### src/rtl/down_counter_ctrl.sv
// Sequencer for a down-counter: takes a load/prescale/reload config, then counts down
// with prescaled ticks. Supports pause/resume and abort, and flags the terminal count.
module down_counter_ctrl #(
  parameter int WIDTH      = 6,
  parameter int PRESCALE_W = 4
) (
  input  logic                  clk,
  input  logic                  rst_n,
  input  logic                  cfg_valid,
  output logic                  cfg_ready,
  input  logic [WIDTH-1:0]      cfg_load,
  input  logic [PRESCALE_W-1:0] cfg_prescale,
  input  logic                  cfg_reload,
  input  logic                  start,
  input  logic                  pause,
  input  logic                  abort,
  output logic [WIDTH-1:0]      count,
  output logic [2:0]            state,
  output logic                  busy,
  output logic                  tc_pulse,
  output logic                  done
);

  typedef enum logic [2:0] {
    S_IDLE  = 3'd0,
    S_ARMED = 3'd1,
    S_RUN   = 3'd2,
    S_PAUSE = 3'd3,
    S_DONE  = 3'd4
  } state_e;

  localparam logic [WIDTH-1:0]      CNT_INIT = '1;
  localparam logic [WIDTH-1:0]      CNT_ONE  = WIDTH'(1);
  localparam logic [PRESCALE_W-1:0] PCNT_ONE = PRESCALE_W'(1);

  state_e                  state_q, state_d;
  logic [WIDTH-1:0]        count_q, count_d;
  logic [PRESCALE_W-1:0]   pcnt_q, pcnt_d;
  logic [WIDTH-1:0]        load_q, load_d;
  logic [PRESCALE_W-1:0]   presc_q, presc_d;
  logic                    reload_q, reload_d;
  logic                    tc_q, tc_d;
  logic                    busy_q, busy_d;
  logic                    done_q, done_d;
  logic                    cfg_fire;
  logic                    run_step;
  logic                    tick;

  // Saturating decrement: the counter stops at zero rather than wrapping.
  function automatic logic [WIDTH-1:0] dec_sat(input logic [WIDTH-1:0] c);
    return (c == '0) ? '0 : c - CNT_ONE;
  endfunction

  function automatic logic [PRESCALE_W-1:0] pcnt_adv(input logic [PRESCALE_W-1:0] p,
                                                     input logic [PRESCALE_W-1:0] lim);
    return (p == lim) ? '0 : p + PCNT_ONE;
  endfunction

  assign cfg_ready = (state_q == S_IDLE) || (state_q == S_DONE);
  assign cfg_fire  = cfg_valid && cfg_ready;
  assign tick      = (pcnt_q == presc_q);

  always_comb begin
    state_d  = state_q;
    count_d  = count_q;
    pcnt_d   = pcnt_q;
    load_d   = load_q;
    presc_d  = presc_q;
    reload_d = reload_q;
    tc_d     = 1'b0;
    run_step = 1'b0;

    if (abort) begin
      state_d = S_IDLE;
      count_d = CNT_INIT;
      pcnt_d  = '0;
    end else if (cfg_fire) begin
      load_d   = cfg_load;
      presc_d  = cfg_prescale;
      reload_d = cfg_reload;
      count_d  = cfg_load;
      pcnt_d   = '0;
      state_d  = S_ARMED;
    end else begin
      case (state_q)
        S_ARMED: begin
          if (start) begin
            state_d = S_RUN;
            pcnt_d  = '0;
          end
        end
        S_RUN: begin
          if (pause) state_d = S_PAUSE;
          else       run_step = 1'b0 | 1'b1;
        end
        // Leaving PAUSE is itself a counting cycle, so a pause of N cycles delays by exactly N.
        S_PAUSE: begin
          if (!pause) begin
            state_d  = S_RUN;
            run_step = 1'b1;
          end
        end
        S_DONE: begin
          if (start) begin
            state_d = S_RUN;
            count_d = load_q;
            pcnt_d  = '0;
          end
        end
        default: ;
      endcase

      if (run_step) begin
        pcnt_d = pcnt_adv(pcnt_q, presc_q);
        if (tick) begin
          if (count_q != '0) begin
            count_d = dec_sat(count_q);
          end else begin
            tc_d = 1'b1;
            if (reload_q) count_d = load_q;
            else          state_d = S_DONE;
          end
        end
      end
    end

    busy_d = (state_d == S_RUN) || (state_d == S_PAUSE);
    done_d = (state_d == S_DONE);
  end

  always_ff @(posedge clk or negedge rst_n) begin
    if (!rst_n) begin
      state_q  <= S_IDLE;
      count_q  <= CNT_INIT;
      pcnt_q   <= '0;
      load_q   <= '0;
      presc_q  <= '0;
      reload_q <= 1'b0;
      tc_q     <= 1'b0;
      busy_q   <= 1'b0;
      done_q   <= 1'b0;
    end else begin
      state_q  <= state_d;
      count_q  <= count_d;
      pcnt_q   <= pcnt_d;
      load_q   <= load_d;
      presc_q  <= presc_d;
      reload_q <= reload_d;
      tc_q     <= tc_d;
      busy_q   <= busy_d;
      done_q   <= done_d;
    end
  end

  assign count    = count_q;
  assign state    = state_q;
  assign busy     = busy_q;
  assign tc_pulse = tc_q;
  assign done     = done_q;

endmodule

### config.mk
export PLATFORM = sky130hd
export DESIGN_NAME = down_counter_ctrl
export DESIGN_NICKNAME = d
export VERILOG_FILES = /design/src/rtl/down_counter_ctrl.sv
export SDC_FILE = /design/constraint.sdc
export NUM_CORES = 1
export LEC_CHECK = 0
export CORE_ASPECT_RATIO = 0.5
export CORE_MARGIN = 2
export CORE_UTILIZATION = 51
export CTS_CLUSTER_DIAMETER = 80
export DETAILED_ROUTE_END_ITERATION = 8
export PLACE_DENSITY = 0.77
export SYNTH_ARGS = -nofsm -noshare
export SYNTH_HDL_FRONTEND = slang
export SYNTH_SLANG_ARGS = --single-unit
export TNS_END_PERCENT = 5
### constraint.sdc
create_clock -name clk -period 2.15 [get_ports clk]
set_input_delay 0.645 -clock clk [delete_from_list [all_inputs] [get_ports clk]]
set_output_delay 0.645 -clock clk [all_outputs]
set_load 0.02 [all_outputs]
**Yosys cells after proc, flatten, opt, wreduce, memory -nomap -nowiden**

Index checks and enable logic that the tools add are counted.
W data, S select, Z words.

- Add/sub/neg operators: 2
- Multiplexer cells: 34
- Bitwise operators: 1
- Reduce and logical (&&, ||, !) cells: 12
- Equal/unequal tests: 8

Operators by type and width:

| cell | number |
|---|---|
| $mux W6 | 9 |
| $mux W3 | 9 |
| $mux W4 | 6 |
| $eq A3 B2 Y1 const B | 4 |
| $mux W1 | 9 |
| $pmux W3 S3 | 1 |
| $reduce_bool A4 Y1 | 2 |
| $eq A3 B3 Y1 const B | 2 |
| $logic_not A6 Y1 | 1 |
| $reduce_bool A6 Y1 | 1 |
| $sub A6 B1 Y6 const B | 1 |
| $add A4 B1 Y4 const B | 1 |
| $eq A4 B4 Y1 | 1 |
| $reduce_and A2 Y1 | 2 |
| $reduce_or A2 Y1 | 2 |
| $eq A3 B1 Y1 const B | 1 |
| $logic_not A3 Y1 | 1 |
| $logic_or A1 B1 Y1 | 2 |
| $logic_and A1 B1 Y1 | 1 |
| $not A1 Y1 | 1 |

- Bits in registers: 27
- Bits of input ports: 17
- Output and inout port bits: 13

**Depth between registers and ports, before layout**

- Depth after elaboration: 11
- Gate-level depth with buffers: 7
- Mapped depth without buffers: 6

**Worst setup path after synthesis**

Ideal clock, no wire load.

- Path type: input -> register
- Start point: input port abort
- End point: register pcnt_q[3]
- Setup time: 0.087 ns
- Cell stages on the path: 6
- Arrival time: 1.933 ns
- Setup slack: 0.130 ns
- Data required time: 2.063 ns
- Cells stage by stage: clkbuf_1 or2_1 buf_6 or3_4 or3_1 o211ai_1

- Cells in the longest elaborated chain, start to end: 2
- Elaborated cells between the ends (all ways): 4
- Those cells by class: 1 x mux; 3 x reduce/logical

Ends and longest elaborated chain:

| item | RTL line | RTL |
|---|---|---|
| start, declared | 16 | `input logic abort,` |
| $reduce_bool A4 Y1 (no line) | -- |  |
| $reduce_and A2 Y1 (no line) | -- |  |
| end signal, assigned | 145 | `pcnt_q <= pcnt_d;` |
| end, declared | 38 | `logic [PRESCALE_W-1:0] pcnt_q, pcnt_d;` |

Several ways; a longest one is shown, not always the timed one.
A chain may end at the register's enable or synchronous reset.

**Worst setup path after layout**

- Start point: register count_q[0] (netlist: count[0])
- End point: output port count[0]

RTL lines:

| item | RTL line | RTL |
|---|---|---|
| start, declared | 37 | `logic [WIDTH-1:0] count_q, count_d;` |
| start signal, assigned | 144 | `count_q <= count_d;` |
| end, declared | 17 | `output logic [WIDTH-1:0] count,` |

No word-level cell between the ends.

==> summary.md <==
| Metric | Value |
|---|---|
| Die Width | 81.09 µm |
| Pwr dens | 602.3 mW/mm² |
| Fin crit share | 0.9816 |
| Slowest CP cell | clkdlybuf4s50_1 |
| Cells after Synth | 144 |
| Fin cells | 224 |
| Core Area | 0.002700 mm² |
| Crit path DAT | 1470 ps |
| Crit-path max FO | 5 |
| Dpl cells | 220 |
| Combinational share of power | 0.234 |
| DRC | 0 |
| Die Area | 0.003449 mm² |
| Min Tclk post-route | 2110 ps |
| Post-synthesis cell area | 0.001515 mm² |
| Asr flop ratio synth | 1.000 |
| Sequential fraction of the synthesis area | 0.4509 |
| Cell Rows | 13 |
| Min-delay worst type | reg2reg |
| Initial Util | 0.5612 |
| Sw Share | 0.2820 |
| Status | complete, no violations |
| Clk_skew | 6.703 ps |
| Routed len/inst | 14.97 µm |
| Final Setup Violations | 0 |
| P_int | 866.4 µW |
| Nets | 208 |
| Gpl congestion | 0.7987 |
| Skew-Pair Late Insertion Delay | 280 ps |
| Slew Limit Headroom | 0.7666 |
| CP cell instances | clkdlybuf4s50_1 |
| 1st-iter DRT viols | 57 |
| Fmax | 0.4738 GHz |
| Via Count | 1268 |
| Clock share of power | 0.245 |
| Vias in the first global route | 1296 |
| Slew Limit Fails | 0 |
| Synth top area share | 0.3468 |
| Fraction of layout cells with a size suffix above 1 | 0.2299 |
| #FFs+latches synth | 27 |
| Cts hold-fix bufs | 0 |
| CP Data Required Time | 1500 ps |
| Psw | 340.2 µW |
| Detail Route Antenna Nets | 0 |
| Die height | 42.54 µm |
| Slowest stage delay, CP | 610 ps |
| FF-to-FF Start | pcnt_q[0] |
| Synth warnings | 0 |
| Initial antenna violation count | 0 |
| Buffer count from post-CTS setup fixing | 0 |
| Clock tree buffer depth | 2 |
| CP Class | reg2out |
| Hpwl dp | 2442 µm |
| Worst Setup SP | count[0] |
| Synth Flop Type | dfrtp_1 |
| Fillers | 206 |
| Drt first pass iters | 4 |
| Hold violation count in the final report | 0 |
| I/O pins | 30 |
| Worst hold slack | 535.9 ps |
| Total track usage | 0.2181 |
| Most frequent cells in the layout | 26 x clkdlybuf4s50_1, 21 x dfrtp_1, 17 x buf_4 |
| Area leader, netlist | dfrtp_1 |
| RSZ-0062 raised after global routing | no |
| Pin count of the biggest net entering global routing | 28 |
| Synth-to-Final Area Change | 32.20% |
| Clock root buffer | clkbuf_8 |
| Vias per cell | 5.661 |
| Num Clock Sinks | 27 |
| Register share of total power | 0.521 |
| Congestion Overflow GR | 0 |
| Synth Net Count | 164 |
| Clock slew at reported path FFs | 90 ps |
| Global-route wire length before repair | 5678 µm |
| Total routed wirelength | 3353 µm |
| Max_cap viols | 0 |
| Crit path max-delay family | buffers and inverters |
| Most common cell after layout, fill and taps aside | clkdlybuf4s50_1 |
| Port Buffers | 29 |
| CTS tree | built |
| Leak | 0.0008299 µW |
| Number of buffers created by CTS | 3 |
| Syn_area_per_cell | 10.52 µm² |
| Startpoint Class | flip-flop |
| N_diodes | 0 |
| CP bufs+invs | 1 |
| H-tree depth | 1 |
| Worst-Margin Slew | 347.5 ps |
| Worst min-delay path startpoint | presc_q[3] |
| Area contributors post-synth | dfrtp_1 35%, dfstp_2 10%, mux2_2 8.9% |
| Count of cell types in the netlist | 38 |
| Peak supply drop | 314.2 µV |
| Post-synth EDFFs | 0 |
| Critical Path Sink Type | output pin |
[state kept, by name, summed over array words and instances, names as in the netlist]
signal	cells
tc_pulse	1
pcnt_q	4
count	6
reload_q	1
state	3
load_q	6
presc_q	4
busy	1
done	1
[synthesized netlist by cell type (all sizes together) (3+ instances only)]
cell / count
o21ai: 7
nand2: 11
buf: 5
dfstp: 6
or3: 3
a221o: 7
mux2i: 4
mux2: 12
inv: 5
clkbuf: 3
nor2: 8
nor3: 5
ha: 3
nand3: 3
a211oi: 3
xor2: 7
dfrtp: 21
a21oi: 9
[what timing repair did]
action,CTS,global route
gates cloned,0,0
resized for setup,1,2
setup endpoints to repair,1,2
[worst paths after layout]
path	end	slack (ps)	cells after the start
worst max-delay path	count[0]	40	1
worst min-delay path	presc_q[3]	540	1
worst max register to register	count[4]	170	6
worst min register to register	presc_q[3]	540	1
max in group asynchronous	count[0]	1120	2
min in group asynchronous	state[2]	730	2
[metrics by stage]
step / setup WS (ps) / instance area, µm² / setup TNS (ps) / total power, µW / utilization
2_1_floorplan: 130.0 / 1515 / 0 / 791.0 / -
3_3_place_gp: -153.6 / 1954 / -1069 / 914.1 / 0.7238
3_5_place_dp: -222.1 / 1954 / -1279 / 923.0 / 0.7238
4_1_cts: 6.873 / 1998 / 0 / 1214 / 0.7400
5_1_grt: 9.143 / 2003 / 0 / 1271 / 0.7419
6_report: 39.55 / 2003 / 0 / 1207 / 0.7419
[layout make-up]
class | count | area, µm² | share of cell area
multi-input cells | 104 | 768.2 | 0.3835
flip-flops and latches | 27 | 683.2 | 0.3410
repair buffers | 47 | 441.7 | 0.2205
well taps | 37 | 46.29 | 0.02311
clock buffers | 4 | 45.04 | 0.02249
inverters | 5 | 18.77 | 0.009369
[power groups by stage]
| stage | clock (µW) | sequential (µW) | combinational, µW |
|---|---|---|---|
| 6_report | 296 | 628 | 283 |
| 5_1_grt | 322 | 638 | 311 |
| 4_1_cts | 301 | 628 | 285 |
| 3_5_place_dp | 0 | 638 | 285 |
| 3_3_place_gp | 0 | 635 | 279 |
| 2_1_floorplan | 0 | 642 | 149 |
[routing by layer]
layer	vias up	track usage	part of all wire
met5	-	0	0
met4	0	0.06441	0.0098
met3	7	0.06250	0.050
met2	37	0.3504	0.47
met1	617	0.2859	0.47
li1	607	-	-
[cell families (layout without fill, tap and decap cells)]
| group | Yosys count | after routing | synth area share |
|---|---|---|---|
| adder cells (fa/ha/maj) | 3 | 3 | 0.02478 |
| AO/OA/AOI/OAI | 34 | 34 | 0.1594 |
| AND/OR/NAND/NOR | 43 | 43 | 0.1610 |
| buffers and inverters | 13 | 56 | 0.04211 |
| multiplexers | 16 | 16 | 0.1156 |
| flip-flops | 27 | 27 | 0.4509 |
| XOR/XNOR | 8 | 8 | 0.04624 |
(Power assumes the default switching activity.)
